`src/rtl/game_seq_ctrl_pkg.sv`:
```
// -----------------------------------------------------------------------------
// game_seq_ctrl_pkg
// Shared types and helpers for the game sequencer.
//   - state_e   : sequencer states (TITLE, REVEAL, PLAY, HOLD)
//   - colour_e  : paint colour codes used when describing a target's paint
//   - N_TARGETS : total targets (14 blocks + 6 rects), TGT_IDX_W index width
//   - hit_ok()  : a hit counts only when valid, in range and on a live target
//   - popcount(): number of set bits in a target vector (score counters)
// No ports (package).
// -----------------------------------------------------------------------------
package game_seq_ctrl_pkg;

    localparam int N_TARGETS = 20;
    localparam int TGT_IDX_W = 5;
    localparam int FCNT_W    = 8;

    typedef enum logic [1:0] {
        TITLE  = 2'd0,
        REVEAL = 2'd1,
        PLAY   = 2'd2,
        HOLD   = 2'd3
    } state_e;

    typedef enum logic [1:0] {
        COL_NONE   = 2'b00,
        COL_BLUE   = 2'b01,
        COL_ORANGE = 2'b10
    } colour_e;

    // A hit is usable only if it is valid, names an existing target and that
    // target has been revealed. Shifting keeps out-of-range indices harmless.
    function automatic logic hit_ok(input logic                  valid,
                                    input logic [TGT_IDX_W-1:0]  idx,
                                    input logic [N_TARGETS-1:0]  ready);
        logic [N_TARGETS-1:0] shifted;
        shifted = ready >> idx;
        return valid && (idx < TGT_IDX_W'(N_TARGETS)) && shifted[0];
    endfunction

    function automatic logic [TGT_IDX_W-1:0] popcount(input logic [N_TARGETS-1:0] v);
        logic [TGT_IDX_W-1:0] n;
        n = '0;
        for (int i = 0; i < N_TARGETS; i++) begin
            n = n + TGT_IDX_W'(v[i]);
        end
        return n;
    endfunction

endpackage

```
`src/rtl/game_seq_ctrl_if.sv`:
```
// -----------------------------------------------------------------------------
// game_seq_ctrl_if
// Ball-hit bus from the collision logic into the game sequencer.
//   blue_hit_valid   : blue ball hit a target this cycle
//   blue_hit_idx     : target index of the blue hit (0..19 meaningful)
//   orange_hit_valid : orange ball hit a target this cycle
//   orange_hit_idx   : target index of the orange hit
// Modports: master (collision logic drives), slave (sequencer receives).
// -----------------------------------------------------------------------------
interface game_seq_ctrl_if;
    import game_seq_ctrl_pkg::*;

    logic                 blue_hit_valid;
    logic [TGT_IDX_W-1:0] blue_hit_idx;
    logic                 orange_hit_valid;
    logic [TGT_IDX_W-1:0] orange_hit_idx;

    modport master (
        output blue_hit_valid, blue_hit_idx,
        output orange_hit_valid, orange_hit_idx
    );

    modport slave (
        input blue_hit_valid, blue_hit_idx,
        input orange_hit_valid, orange_hit_idx
    );

endinterface

```
`src/rtl/game_seq_ctrl_frame_tick_sync.sv`:
```
// -----------------------------------------------------------------------------
// game_seq_ctrl_frame_tick_sync
// Brings the vsync-rate frame_clk into the Clk domain and turns each rising
// edge into a single-cycle frame_tick, three Clk edges after the rise.
// Ports:
//   Clk        in  system clock
//   Reset      in  asynchronous, active-high reset
//   frame_clk  in  frame pulse, asynchronous to Clk
//   frame_tick out 1-Clk pulse per frame_clk rising edge (registered)
// -----------------------------------------------------------------------------
module game_seq_ctrl_frame_tick_sync (
    input  logic Clk,
    input  logic Reset,
    input  logic frame_clk,
    output logic frame_tick
);

    // [0] first sync stage, [1] second sync stage, [2] previous synced value
    logic [2:0] sync_q;

    // NOTE: sequential state uses non-blocking assignments so every flop
    // samples the pre-edge value of its neighbours, like real hardware.
    always_ff @(posedge Clk or posedge Reset) begin
        if (Reset) begin
            sync_q     <= '0;
            frame_tick <= 1'b0;
        end else begin
            sync_q     <= {sync_q[1:0], frame_clk};
            frame_tick <= sync_q[1] & ~sync_q[2];
        end
    end

endmodule

```
`src/rtl/game_seq_ctrl.sv`:
```
// -----------------------------------------------------------------------------
// game_seq_ctrl
// Game sequencer feeding color_mapper: title / press-start screen, level
// banners, staggered target reveal and per-target paint state from ball hits.
// All outputs are registered in the Clk domain.
// Ports:
//   Clk, Reset                  clock, asynchronous active-high reset
//   frame_clk                   vsync-rate pulse (synchronised internally)
//   start_key                   debounced start key level
//   hit (game_seq_ctrl_if.slave) blue/orange hit valid + index
//   title, pstart               title screen / blinking press-start enable
//   level_one, level_two        level banner enables
//   block_ready[0:13]           targets 0..13 visible and live
//   rect_ready[0:5]             targets 14..19 visible and live
//   blue_paint, orange_paint    per-target paint state [0:19]
//   blue_score, orange_score    painted-target counts
// Configuration: define SCORE_EN to build the score counters; otherwise the
// score ports are tied to zero.
// -----------------------------------------------------------------------------
module game_seq_ctrl
    import game_seq_ctrl_pkg::*;
#(
    parameter int                   N_BLOCK      = 14,
    parameter int                   N_RECT       = 6,
    parameter int                   BLINK_FRAMES = 30,
    parameter int                   HOLD_FRAMES  = 120,
    parameter logic [N_TARGETS-1:0] LVL1_MASK    = 20'h1C07F,
    parameter logic [N_TARGETS-1:0] LVL2_MASK    = 20'hFFFFF
) (
    input  logic                 Clk,
    input  logic                 Reset,
    input  logic                 frame_clk,
    input  logic                 start_key,
    game_seq_ctrl_if.slave       hit,
    output logic                 title,
    output logic                 pstart,
    output logic                 level_one,
    output logic                 level_two,
    output logic [0:N_BLOCK-1]   block_ready,
    output logic [0:N_RECT-1]    rect_ready,
    output logic [0:N_TARGETS-1] blue_paint,
    output logic [0:N_TARGETS-1] orange_paint,
    output logic [TGT_IDX_W-1:0] blue_score,
    output logic [TGT_IDX_W-1:0] orange_score
);

    localparam logic [N_TARGETS-1:0] ONE_HOT0 = N_TARGETS'(1);
    localparam logic [TGT_IDX_W-1:0] LAST_IDX = TGT_IDX_W'(N_TARGETS - 1);

    logic frame_tick;
    logic start_q, start_edge;

    state_e               state_q, state_d;
    logic                 lvl_q, lvl_d;           // 0 = level one, 1 = level two
    logic [FCNT_W-1:0]    fcnt_q, fcnt_d, fcnt_inc;
    logic [TGT_IDX_W-1:0] ridx_q, ridx_d;
    logic                 blink_q, blink_d;       // press-start phase while in TITLE
    logic [N_TARGETS-1:0] ready_q, ready_d;       // bit i = target i
    logic [N_TARGETS-1:0] bpaint_q, bpaint_d;
    logic [N_TARGETS-1:0] opaint_q, opaint_d;
    logic                 title_d, pstart_d, level_one_d, level_two_d;

    logic [N_TARGETS-1:0] level_mask, reveal_sel, blue_sel, orange_sel;
    logic                 blue_ok, orange_ok, same_target, all_painted;
    logic                 go_title, enter_reveal;

    game_seq_ctrl_frame_tick_sync u_frame_tick_sync (
        .Clk        (Clk),
        .Reset      (Reset),
        .frame_clk  (frame_clk),
        .frame_tick (frame_tick)
    );

    always_ff @(posedge Clk or posedge Reset) begin
        if (Reset) begin
            start_q    <= 1'b0;
            start_edge <= 1'b0;
        end else begin
            start_q    <= start_key;
            start_edge <= start_key & ~start_q;
        end
    end

    // Hit qualification and level bookkeeping.
    assign level_mask  = lvl_q ? LVL2_MASK : LVL1_MASK;
    assign reveal_sel  = ONE_HOT0 << ridx_q;
    assign blue_sel    = ONE_HOT0 << hit.blue_hit_idx;
    assign orange_sel  = ONE_HOT0 << hit.orange_hit_idx;
    assign blue_ok     = hit_ok(hit.blue_hit_valid, hit.blue_hit_idx, ready_q);
    assign orange_ok   = hit_ok(hit.orange_hit_valid, hit.orange_hit_idx, ready_q);
    // Simultaneous hits on one target cancel rather than racing for the colour.
    assign same_target = hit.blue_hit_valid && hit.orange_hit_valid &&
                         (hit.blue_hit_idx == hit.orange_hit_idx);
    // Uses registered paint, so completion is seen one Clk after the last paint.
    assign all_painted = (((bpaint_q | opaint_q) & ready_q) == ready_q);
    assign fcnt_inc    = (fcnt_q == '1) ? fcnt_q : fcnt_q + 1'b1;

    always_comb begin
        // NOTE: every signal written here gets a default first, so no path
        // leaves it unassigned and no latch is inferred.
        state_d      = state_q;
        lvl_d        = lvl_q;
        fcnt_d       = fcnt_q;
        ridx_d       = ridx_q;
        blink_d      = blink_q;
        ready_d      = ready_q;
        bpaint_d     = bpaint_q;
        opaint_d     = opaint_q;
        go_title     = 1'b0;
        enter_reveal = 1'b0;

        case (state_q)
            TITLE: begin
                // start_edge wins over a coincident frame_tick.
                if (start_edge) begin
                    enter_reveal = 1'b1;
                    lvl_d        = 1'b0;
                end else if (frame_tick) begin
                    if (fcnt_inc == FCNT_W'(BLINK_FRAMES)) begin
                        blink_d = ~blink_q;
                        fcnt_d  = '0;
                    end else begin
                        fcnt_d = fcnt_inc;
                    end
                end
            end

            REVEAL: begin
                if (frame_tick) begin
                    ready_d = ready_q | (level_mask & reveal_sel);
                    if (ridx_q == LAST_IDX) begin
                        state_d = PLAY;
                    end else begin
                        ridx_d = ridx_q + 1'b1;
                    end
                end
            end

            PLAY: begin
                if (start_edge) begin
                    go_title = 1'b1;
                end else if (all_painted) begin
                    state_d = HOLD;
                    fcnt_d  = '0;
                end else if (!same_target) begin
                    if (blue_ok) begin
                        bpaint_d = bpaint_d | blue_sel;
                        opaint_d = opaint_d & ~blue_sel;
                    end
                    if (orange_ok) begin
                        opaint_d = opaint_d | orange_sel;
                        bpaint_d = bpaint_d & ~orange_sel;
                    end
                end
            end

            HOLD: begin
                if (frame_tick) begin
                    if (fcnt_inc == FCNT_W'(HOLD_FRAMES)) begin
                        if (!lvl_q) begin
                            enter_reveal = 1'b1;
                            lvl_d        = 1'b1;
                        end else begin
                            go_title = 1'b1;
                        end
                    end else begin
                        fcnt_d = fcnt_inc;
                    end
                end
            end

            default: go_title = 1'b1;
        endcase

        if (enter_reveal) begin
            state_d  = REVEAL;
            ridx_d   = '0;
            fcnt_d   = '0;
            ready_d  = '0;
            bpaint_d = '0;
            opaint_d = '0;
        end

        if (go_title) begin
            state_d  = TITLE;
            fcnt_d   = '0;
            blink_d  = 1'b1;
            ready_d  = '0;
            bpaint_d = '0;
            opaint_d = '0;
        end

        title_d     = (state_d == TITLE);
        pstart_d    = title_d & blink_d;
        level_one_d = !title_d && !lvl_d;
        level_two_d = !title_d && lvl_d;
    end

    always_ff @(posedge Clk or posedge Reset) begin
        if (Reset) begin
            state_q   <= TITLE;
            lvl_q     <= 1'b0;
            fcnt_q    <= '0;
            ridx_q    <= '0;
            blink_q   <= 1'b1;
            ready_q   <= '0;
            bpaint_q  <= '0;
            opaint_q  <= '0;
            title     <= 1'b1;
            pstart    <= 1'b1;
            level_one <= 1'b0;
            level_two <= 1'b0;
        end else begin
            state_q   <= state_d;
            lvl_q     <= lvl_d;
            fcnt_q    <= fcnt_d;
            ridx_q    <= ridx_d;
            blink_q   <= blink_d;
            ready_q   <= ready_d;
            bpaint_q  <= bpaint_d;
            opaint_q  <= opaint_d;
            title     <= title_d;
            pstart    <= pstart_d;
            level_one <= level_one_d;
            level_two <= level_two_d;
        end
    end

    // Ascending output ranges: element i of each port is target i (blocks),
    // or target N_BLOCK+i for the rectangles.
    always_comb begin
        for (int i = 0; i < N_BLOCK; i++) begin
            block_ready[i] = ready_q[i];
        end
        for (int i = 0; i < N_RECT; i++) begin
            rect_ready[i] = ready_q[N_BLOCK + i];
        end
        for (int i = 0; i < N_TARGETS; i++) begin
            blue_paint[i]   = bpaint_q[i];
            orange_paint[i] = opaint_q[i];
        end
    end

`ifdef SCORE_EN
    // Scores follow the registered paint vectors one Clk later.
    always_ff @(posedge Clk or posedge Reset) begin
        if (Reset) begin
            blue_score   <= '0;
            orange_score <= '0;
        end else begin
            blue_score   <= popcount(bpaint_q);
            orange_score <= popcount(opaint_q);
        end
    end
`else
    assign blue_score   = '0;
    assign orange_score = '0;
`endif

endmodule

```
`src/flat_wrapper.sv`:
```
// flat-port wrapper written by rule: the top's interface ports become plain ports
module game_seq_ctrl_flat import game_seq_ctrl_pkg::*;
#(
    parameter int                   N_BLOCK      = 14,
    parameter int                   N_RECT       = 6,
    parameter int                   BLINK_FRAMES = 30,
    parameter int                   HOLD_FRAMES  = 120,
    parameter logic [N_TARGETS-1:0] LVL1_MASK    = 20'h1C07F,
    parameter logic [N_TARGETS-1:0] LVL2_MASK    = 20'hFFFFF
)
  (Clk, Reset, frame_clk, start_key, title, pstart, level_one, level_two, block_ready, rect_ready, blue_paint, orange_paint, blue_score, orange_score, hit_blue_hit_valid, hit_blue_hit_idx, hit_orange_hit_valid, hit_orange_hit_idx);
  game_seq_ctrl_if hit_i ();
  input  logic Clk;
  input  logic Reset;
  input  logic frame_clk;
  input  logic start_key;
  output logic title;
  output logic pstart;
  output logic level_one;
  output logic level_two;
  output logic [0:N_BLOCK-1] block_ready;
  output logic [0:N_RECT-1] rect_ready;
  output logic [0:N_TARGETS-1] blue_paint;
  output logic [0:N_TARGETS-1] orange_paint;
  output logic [TGT_IDX_W-1:0] blue_score;
  output logic [TGT_IDX_W-1:0] orange_score;
  input wire logic [$bits(hit_i.blue_hit_valid)-1:0] hit_blue_hit_valid;
  input wire logic [$bits(hit_i.blue_hit_idx)-1:0] hit_blue_hit_idx;
  input wire logic [$bits(hit_i.orange_hit_valid)-1:0] hit_orange_hit_valid;
  input wire logic [$bits(hit_i.orange_hit_idx)-1:0] hit_orange_hit_idx;
  assign hit_i.blue_hit_valid = hit_blue_hit_valid;
  assign hit_i.blue_hit_idx = hit_blue_hit_idx;
  assign hit_i.orange_hit_valid = hit_orange_hit_valid;
  assign hit_i.orange_hit_idx = hit_orange_hit_idx;
  game_seq_ctrl #(.N_BLOCK(N_BLOCK), .N_RECT(N_RECT), .BLINK_FRAMES(BLINK_FRAMES), .HOLD_FRAMES(HOLD_FRAMES), .LVL1_MASK(LVL1_MASK), .LVL2_MASK(LVL2_MASK)) u_core (.Clk(Clk), .Reset(Reset), .frame_clk(frame_clk), .start_key(start_key), .hit(hit_i), .title(title), .pstart(pstart), .level_one(level_one), .level_two(level_two), .block_ready(block_ready), .rect_ready(rect_ready), .blue_paint(blue_paint), .orange_paint(orange_paint), .blue_score(blue_score), .orange_score(orange_score));
endmodule
```
`config.mk`:
```
export PLATFORM = sky130hd
export DESIGN_NAME = game_seq_ctrl_flat
export DESIGN_NICKNAME = d
export VERILOG_FILES = /design/src/rtl/game_seq_ctrl_pkg.sv /design/src/rtl/game_seq_ctrl_if.sv /design/src/rtl/game_seq_ctrl_frame_tick_sync.sv /design/src/rtl/game_seq_ctrl.sv /design/src/flat_wrapper.sv
export SDC_FILE = /design/constraint.sdc
export NUM_CORES = 1
export LEC_CHECK = 0
export BUFFER_PORTS_ARGS = -buffer_cell sky130_fd_sc_hd__buf_2
export CORE_MARGIN = 4
export CORE_UTILIZATION = 57
export CTS_CLUSTER_SIZE = 40
export DETAILED_ROUTE_END_ITERATION = 10
export HOLD_SLACK_MARGIN = 0.1
export PLACE_DENSITY = 0.81
export SLEW_MARGIN = 20
export SYNTH_ARGS = -nofsm -noshare
export SYNTH_HDL_FRONTEND = slang
export SYNTH_SLANG_ARGS = --single-unit
```
`constraint.sdc`:
```
create_clock -name Clk -period 3.73 [get_ports Clk]
set_input_delay 0.746 -clock Clk [delete_from_list [all_inputs] [get_ports Clk]]
set_output_delay 0.746 -clock Clk [all_outputs]
set_load 0.02 [all_outputs]
```
==> flow_metrics.py <==
metrics = {
    "final_layout": {
        "antenna_cells": 0,
        "syn2layout_area_growth_pct": 11.34,
        "post-route-util": 0.6554,
        "design_area_sq_mm": 0.005772,
        "layout_common_cells": "dfrtp_1 (84), buf_2 (79), nor2_1 (63)",
        "drive_gt1_frac": 0.2256,
        "final_cells": 724,
        "finalNetCount": 639,
        "layout_commonest_cell": "dfrtp_1",
    },
    "job": {
        "max_cap_viol_count": 0,
    },
    "logic_synthesis": {
        "yosysSeqAreaShare": 0.4207,
        "async_flop_share": 1.000,
        "netlist_instances": 540,
        "ys_ff_latch": 87,
        "ys.flop_type": "dfrtp_1",
        "synth_warnings": 0,
        "synth-edff-count": 0,
        "syn_avg_cell_area_sq_um": 9.599,
        "syn_area_sq_mm": 0.005184,
        "yosysUniqueCellTypes": 69,
    },
    "timing": {
        "rsz0062_at_grt": "no",
        "tightest_slew_ns": 0.9731,
        "timing.hold.ws_ns": 0.3570,
        "fin_ws_ns": 0.4226,
        "slew_headroom": 0.3453,
        "setup_viol": 0,
        "period_needed_ns": 3.307,
        "drv_slew": 0,
        "skew_ns": 0.01712,
        "hold_viol": 0,
        "fmax_ghz": 0.3024,
        "fin_tns_setup_ns": 0,
        "fin_crit_sh": 0.8867,
    },
    "critical_path": {
        "start_kind": "flip-flop",
        "crit_required_ns": 3.96,
        "crit_family": "compound AO/OA/AOI/OAI gates",
        "critPathKind": "flip-flop to flip-flop",
        "critPathBufInv": 1,
        "max_stage_delay_ns": 0.55,
        "crit_chain": "ha_1 > and4_4 > a211o_1 > a2111oi_4 > a31oi_2 > o211ai_4 > buf_4 > nor2_1",
        "arrival_ns": 3.54,
        "path_max_fanout": 36,
        "cpMaxStageDelayCell": "o211ai_4",
        "endpoint_kind": "flip-flop",
    },
    "power_and_ir_drop": {
        "p_int_mw": 1.504,
        "pwr-share-clk": 0.319,
        "leakage_nw": 2.772,
        "p_sw_frac": 0.3287,
        "power_mw": 2.240,
        "p_switching_uw": 736.2,
        "pwr-share-seq": 0.471,
        "cellPowerDensity_mw_per_mm2": 388.1,
        "vdd_drop_max_mv": 0.2661,
        "combPwrFrac": 0.210,
    },
    "detailed_routing": {
        "drc_errors": 0,
        "viasPerCell": 6.475,
        "via_count": 4688,
        "drtIter0Drc": 437,
        "first_pass_iters": 5,
        "wl_microns": 14810,
        "wl_per_cell_microns": 20.46,
        "antenna_left": 0,
    },
    "die": {
        "pin_count": 90,
        "row_count": 34,
        "die_w_microns": 103.4,
        "dieArea_sq_mm": 0.01068,
        "start_util": 0.5887,
        "fp.dieH_microns": 103.4,
        "core_sq_mm": 0.008806,
    },
    "global_route": {
        "grt_pass1_vias": 4444,
        "grt_pass1_wl_microns": 23110,
        "grt-ovfl-total": 0,
        "track_usage": 0.2828,
        "grt_start_max_net_pins": 60,
        "antenna_found_initial": 0,
    },
    "clocking": {
        "cts.path.max_buffers": 2,
        "cts_tree": "built",
        "cts_buffers": 9,
        "post_cts_buffers": 0,
        "post_cts_resized": 0,
        "cts.htree.levels": 3,
        "numClockSinks": 87,
        "ctsHoldBuffers": 0,
        "clk_latency_ns": 0.36,
        "clkSlewWorstSetupHoldPaths_ns": 0.10,
        "cts-root-buf": "clkbuf_8",
    },
    "placement": {
        "place_congestion": 1.023,
        "place_inst": 708,
        "place_area_sq_mm": 0.005555,
        "place_ws_ns": 0.4504,
        "port_buffers": 79,
        "dp_hpwl_microns": 11050,
    },
    "outcome": {
        "status": "complete, no violations",
    },
    "min_path": {
        "min_path_type": "flip-flop to flip-flop",
    },
}
metal layers:
| metal | vias to the layer above | part of all wire | GRT usage |
|---|---|---|---|
| met1 | 2300 | 0.42 | 0.3888 |
| li1 | 2107 | - | - |
| met5 | - | 0 | 0 |
| met2 | 243 | 0.45 | 0.4250 |
| met3 | 38 | 0.10 | 0.09993 |
| met4 | 0 | 0.022 | 0.07968 |
final cells by class:
type / count / area, sq um
fillers: 766 / 3034
multi-input cells: 402 / 2678
flip-flops and latches: 87 / 2181
repair buffers: 91 / 485.5
clock buffers: 11 / 151.4
well taps: 108 / 135.1
inverters: 20 / 77.57
clock inverters: 5 / 63.81
power groups by stage:
stage | registers [mW] | logic (mW) | clock network (mW)
after floorplan | 1.06 | 0.360 | 0
after global placement | 1.07 | 0.459 | 0
after detailed placement | 1.07 | 0.464 | 0
after CTS | 1.05 | 0.467 | 0.719
after global routing | 1.06 | 0.513 | 0.760
final | 1.05 | 0.471 | 0.715
final timing paths:
path,from,end,cells after the start,slack [ns]
max in group asynchronous,Reset,u_core.opaint_q[18],3,2.51
worst max register to register,u_core.fcnt_q[0],u_core.ready_q[11],8,0.42
worst min register to register,u_core.u_frame_tick_sync.sync_q[0],u_core.u_frame_tick_sync.sync_q[1],0,0.36
worst min-delay path,u_core.u_frame_tick_sync.sync_q[0],u_core.u_frame_tick_sync.sync_q[1],0,0.36
min in group asynchronous,Reset,u_core.ridx_q[3],2,0.50
worst max-delay path,u_core.fcnt_q[0],u_core.ready_q[11],8,0.42
logic make-up (layout without fill, tap and decap cells):
| group | after synthesis | after routing | synth area share |
|---|---|---|---|
| AOI/OAI and AO/OA | 141 | 141 | 0.1967 |
| xor gates and xnor gates | 10 | 10 | 0.01690 |
| adders and majority gates | 12 | 12 | 0.02896 |
| buffers and inverters | 60 | 127 | 0.06927 |
| DFF | 87 | 87 | 0.4207 |
| muxes | 9 | 9 | 0.03307 |
| other | 1 | 10 | 0.0007234 |
| and+or+nand+nor | 220 | 220 | 0.2336 |
state kept, by name, indices dropped and copies added, names as in the netlist:
register,count
u_core.blink_q,1
u_core.bpaint_q,20
u_core.fcnt_q,8
u_core.level_one,1
u_core.level_two,1
u_core.lvl_q,1
u_core.opaint_q,20
u_core.pstart,1
u_core.ready_q,20
u_core.ridx_q,5
u_core.start_edge,1
u_core.start_q,1
u_core.state_q,2
u_core.title,1
u_core.u_frame_tick_sync.frame_tick,1
u_core.u_frame_tick_sync.sync_q,3
synth_stat cells, types with 7 or more instances:
library cell / count / area [sq um]
a21oi_1: 47 / 235.2
nor2b_1: 9 / 56.30
nand4_1: 9 / 56.30
o31ai_1: 9 / 67.56
nand4b_1: 9 / 78.83
buf_4: 16 / 120.1
nor3b_1: 16 / 120.1
nand2b_1: 8 / 50.05
a31oi_1: 11 / 68.82
inv_1: 20 / 75.07
nand2_1: 28 / 105.1
nor4_1: 7 / 43.79
nor3_1: 14 / 70.07
clkbuf_1: 11 / 41.29
o21ai_0: 15 / 75.07
nor2_1: 63 / 236.5
dfrtp_1: 84 / 2102
nand3_1: 15 / 75.07
o211a_1: 17 / 170.2
ha_1: 12 / 150.1
or2_2: 8 / 50.05
Note: power is estimated with default switching activity, not from simulation.
